==> src/rtl/sequence_detector_pkg.sv <==
// Shared constants, state encoding and the elaboration-time KMP next-state
// function for the serial pattern detector.
package sequence_detector_pkg;

    localparam int LEN_MIN     = 2;
    localparam int LEN_MAX     = 16;
    localparam int COUNT_W_MIN = 1;
    localparam int COUNT_W_MAX = 32;
    localparam int ST_W        = 5;

    typedef enum logic [ST_W-1:0] {
        S0  = 5'd0,  S1  = 5'd1,  S2  = 5'd2,  S3  = 5'd3,
        S4  = 5'd4,  S5  = 5'd5,  S6  = 5'd6,  S7  = 5'd7,
        S8  = 5'd8,  S9  = 5'd9,  S10 = 5'd10, S11 = 5'd11,
        S12 = 5'd12, S13 = 5'd13, S14 = 5'd14, S15 = 5'd15,
        S16 = 5'd16
    } state_e;

    // Longest pattern prefix that is a suffix of (prefix_k . b); pat[len-1] is
    // the first pattern bit. The descending search makes the first hit the longest.
    function automatic int kmp_next(int len, logic [15:0] pat, int k, logic b);
        int  best;
        int  top;
        int  si;
        logic ok;
        logic sb;
        best = 0;
        top  = (k + 1 < len) ? k + 1 : len;
        for (int j = top; j >= 1; j--) begin
            ok = 1'b1;
            for (int t = 0; t < j; t++) begin
                si = k + 1 - j + t;
                sb = (si == k) ? b : pat[len-1-si];
                if (sb != pat[len-1-t]) ok = 1'b0;
            end
            if (ok && best == 0) best = j;
        end
        return best;
    endfunction

endpackage

==> src/rtl/sequence_detector_match_counter.sv <==
// Saturating match counter: reset and clear zero it, inc adds one until all ones.
module sequence_detector_match_counter #(
    parameter int WIDTH = 8
) (
    input  logic             clk,
    input  logic             rst,
    input  logic             clear,
    input  logic             inc,
    output logic [WIDTH-1:0] count
);

    logic [WIDTH-1:0] count_q;
    logic [WIDTH-1:0] count_d;

    always_comb begin
        count_d = count_q;
        if (clear)
            count_d = '0;
        else if (inc && count_q != {WIDTH{1'b1}})
            count_d = count_q + 1'b1;
    end

    always_ff @(posedge clk) begin
        if (rst) count_q <= '0;
        else     count_q <= count_d;
    end

    assign count = count_q;

endmodule

==> src/rtl/sequence_detector.sv <==
// Moore serial pattern detector using a KMP transition table built at elaboration.
// Define SEQDET_COUNT_EN to build the saturating match counter; otherwise matchCount is 0.
module sequence_detector
    import sequence_detector_pkg::*;
#(
    parameter int             LEN     = 3,
    parameter logic [LEN-1:0] PATTERN = 3'b101,
    parameter int             OVERLAP = 1,
    parameter int             COUNT_W = 8
) (
    input  logic               clk,
    input  logic               rst,
    input  logic               clear,
    input  logic               valid,
    input  logic               in,
    output logic               out,
    output logic [COUNT_W-1:0] matchCount
);

    if (LEN < LEN_MIN || LEN > LEN_MAX) begin : g_bad_len
        $error("sequence_detector: LEN out of range 2..16");
    end
    if (COUNT_W < COUNT_W_MIN || COUNT_W > COUNT_W_MAX) begin : g_bad_cw
        $error("sequence_detector: COUNT_W out of range 1..32");
    end

    // Full 32-entry table so any 5-bit state indexes it; entries past S<LEN> are S0.
    logic [ST_W-1:0] nxt_tbl [32][2];

    for (genvar k = 0; k < 32; k++) begin : g_tbl
        for (genvar b = 0; b < 2; b++) begin : g_bit
            localparam int SRC = (k > LEN || (k == LEN && OVERLAP == 0)) ? 0 : k;
            localparam int NXT = (k <= LEN) ? kmp_next(LEN, 16'(PATTERN), SRC, (b != 0)) : 0;
            assign nxt_tbl[k][b] = ST_W'(NXT);
        end
    end

    state_e state_q, state_d;
    logic   out_q, out_d;
    logic   bit_b;
    logic   legal;

    always_comb begin
        bit_b   = (in === 1'b1);
        legal   = (state_q <= ST_W'(LEN));
        state_d = state_q;
        if (!legal || clear)
            state_d = S0;
        else if (valid)
            state_d = state_e'(nxt_tbl[state_q][bit_b]);
        out_d = (state_d == ST_W'(LEN));
    end

    always_ff @(posedge clk) begin
        if (rst) begin
            state_q <= S0;
            out_q   <= 1'b0;
        end else begin
            state_q <= state_d;
            out_q   <= out_d;
        end
    end

    assign out = out_q;

`ifdef SEQDET_COUNT_EN
    logic cnt_inc;
    assign cnt_inc = legal && !clear && valid && (state_d == ST_W'(LEN));

    sequence_detector_match_counter #(
        .WIDTH (COUNT_W)
    ) u_cnt (
        .clk   (clk),
        .rst   (rst),
        .clear (clear),
        .inc   (cnt_inc),
        .count (matchCount)
    );
`else
    assign matchCount = '0;
`endif

endmodule

==> config.mk <==
export PLATFORM = sky130hd
export DESIGN_NAME = sequence_detector
export DESIGN_NICKNAME = d
export VERILOG_FILES = /design/src/rtl/sequence_detector_pkg.sv /design/src/rtl/sequence_detector_match_counter.sv /design/src/rtl/sequence_detector.sv
export SDC_FILE = /design/constraint.sdc
export NUM_CORES = 1
export LEC_CHECK = 0
export ABC_CLOCK_PERIOD_IN_PS = 1420
export BUFFER_PORTS_ARGS = -buffer_cell sky130_fd_sc_hd__clkbuf_2
export CAP_MARGIN = 15
export CORE_AREA = 3 3 40 42
export DETAILED_ROUTE_END_ITERATION = 8
export DIE_AREA = 0 0 43 45
export PLACE_DENSITY = 0.47
export SYNTH_ARGS = -nofsm -noshare
export SYNTH_HDL_FRONTEND = slang
export SYNTH_SLANG_ARGS = --single-unit
==> constraint.sdc <==
create_clock -name clk -period 1.42 [get_ports clk]
set_clock_uncertainty 0.15 [all_clocks]
set_input_delay 0.142 -clock clk [delete_from_list [all_inputs] [get_ports clk]]
set_output_delay 0.142 -clock clk [all_outputs]
set_load 0.01 [all_outputs]
==> results.toml <==
[outcome]
status = "complete, no violations"

[grt]
grtUsageMet2 = 0.0659
grt_overflow = 0
grt_pass1_wl_um = 641
track_usage = 0.0543
use_met3 = 0.0717
gr-max-usage-layer = "met3"
grt_max_degree = 6
first_global_vias = 161
grt_use_met1 = 0.0461
antenna_found_initial = 0

[cells_and_area]
layout.nets = 46
fill_cells = 146
seqCellArea_um2 = 120
area_delta_synth_final_pct = 15.6
utilization = 0.252
diodes = 0
multi_input_area_um2 = 138
drive_gt1_frac = 0.231
layoutNonFillerInstCount = 54

[yosys]
yosysWarnings = 0
async_flop_share = 0
synth_area_leader_cell = "dfxtp_1"
netlist_area_um2 = 280
ys.flop_type = "dfxtp_1"
ys_ff_latch = 6
netlist_instances = 29
synth.distinct_cells = 12
synth_top_area_share = 0.429
yosysMostFrequentCell = "buf_4"
syn_avg_cell_area_um2 = 9.66
synth_area_leaders = "dfxtp_1 43%, buf_4 21%, nor4b_4 8.5%"
ys_top_cells_by_count = "8 x buf_4, 6 x dfxtp_1, 3 x nand3b_1"
synth-edff-count = 0
ys_seq_area_frac = 0.429

[pwr]
p_sw_frac = 0.220
seq_power_share = 0.500
ir_drop_uv = 313
p_comb_frac = 0.067
powerDensity_nw_per_um2 = 1100
internal-power_mw = 0.278
clkPwrFrac = 0.432
p_leak_nw = 0.136
p_sw_mw = 0.0784

[floorplanning]
rows = 13
start_util = 0.218
die_w_um = 43
dieArea_um2 = 1940
die_h_um = 45
num_io_pins = 14
core_um2 = 1280

[detailed_routing]
vias_per_cell = 3.52
dr.pass1.iters = 4
wirelength_um = 400
drt-initial-drc-count = 6
wl_per_cell_um = 7.41
num_vias = 190
postRouteAntennaNets = 0
drc_errors = 0

[placed_design]
placed_cells = 51
place_congestion = 0.627
pre_cts_ws_ns = 0.313
io_buffers = 5

[sta]
min_period_ns = 1.10
setup_viol = 0
drv_slew = 0
rsz0062_at_grt = "no"
fmax_mhz = 908
finalCritPeriodShare = 0.776
timing.hold.ws_ns = 0.0206
final_hold_viol_count = 0
finalWorstSetupSlack_ns = 0.319
fin_setup_tns_ns = 0

[clocking]
cts_hold_buf = 0
cts_buffers = 3
clkLatencyLatePin_ns = 0.24
cts_setup_buffers = 0
h-tree-depth = 1
clk_pin_slew_ns = 0.04
cts_root_buffer = "clkbuf_4"
cts.path.max_buffers = 2
cts_resized = 0
cts_sinks = 6
cts_tree = "yes"

[setup_path]
cp-start-kind = "register"
r2r-end = "out"
path_class = "register to register"
timing.rr.start = "state_q[3]"
r2r_slack_ns = 0.32
crit_chain = "nor4b_4 > nand3b_1 > a21oi_1"
crit_family = "simple AND/OR/NAND/NOR gates"
critPathBufInv = 0
cp-end-kind = "register"
crit_slowest_cell = "dfxtp_1"
max_stage_delay_ns = 0.32
critPathMaxFanout = 3
crit_required_ns = 1.45
crit_arrival_ns = 1.13
reg2regPathDepth = 3

[hold_path]
holdPathStages = 3
hold_end = "state_q[0]"
min-delay-start = "valid"
hold_path.class = "input port to register"

[job]
cap_violations = 0
[placed cells by master, fill, tap and decap left out]
master    instances
a31oi_1           1
nand3b_1          3
nor4b_4           1
nor3_1            1
a21oi_1           2
clkbuf_2          5
clkbuf_4          3
conb_1           11
nand2b_1          2
nand3_1           1
dfxtp_1           6
nor2_1            1
nand2_1           2
[cell families after synthesis]
family | after synthesis | synth area share
buffers and inverters | 8 | 0.214
AND/OR/NAND/NOR | 11 | 0.286
AO/OA/AOI/OAI | 3 | 0.0581
other | 1 | 0.0134
flip-flops | 6 | 0.429
[worst max path at each step]
| stage | from | endpoint | slack (ns) | cells past startpoint |
|---|---|---|---|---|
| finish | state_q[3] | out | 0.32 | 3 |
| global route | state_q[3] | out | 0.20 | 3 |
| CTS | state_q[3] | out | 0.31 | 3 |
| detailed placement | state_q[3] | out | 0.31 | 3 |
| global placement | state_q[3] | out | 0.32 | 3 |
| floorplan | state_q[3] | out | 0.38 | 3 |
[state kept, by name, indices dropped and copies added (netlist names)]
signal / flops
out: 1
state_q: 5
[metal layers]
layer,share of wire,wire length (µm)
met5,0,0
met4,0,0
met3,0.15,61
met2,0.54,214
met1,0.31,125
[power by group through the flow]
stage / clock network, mW / registers (mW) / logic (mW)
after CTS: 0.168 / 0.178 / 0.0236
after floorplan: 0 / 0.181 / 0.0327
after detailed placement: 0 / 0.181 / 0.0236
final: 0.154 / 0.178 / 0.0240
after global routing: 0.179 / 0.179 / 0.0276
after global placement: 0 / 0.181 / 0.0235
[worst reg2reg max path, cell delays in order, from the launching register on]
cell and delay (ns):
dfxtp_1 0.32, nor4b_4 0.32, nand3b_1 0.11, a21oi_1 0.14
[area by class of cell]
class	count	area share
multi-input cells	25	0.425
flip-flops and latches	6	0.371
clock buffers	3	0.0695
well taps	15	0.0579
repair buffers	5	0.0772
[per-stage QoR]
step           area (µm²)  power, mW
5_1_grt               324      0.385
6_report              324      0.356
4_1_cts               324      0.369
3_5_place_dp          302      0.205
2_1_floorplan         318      0.213
3_3_place_gp          302      0.205
No activity file was read; power rests on OpenSTA's default activity.
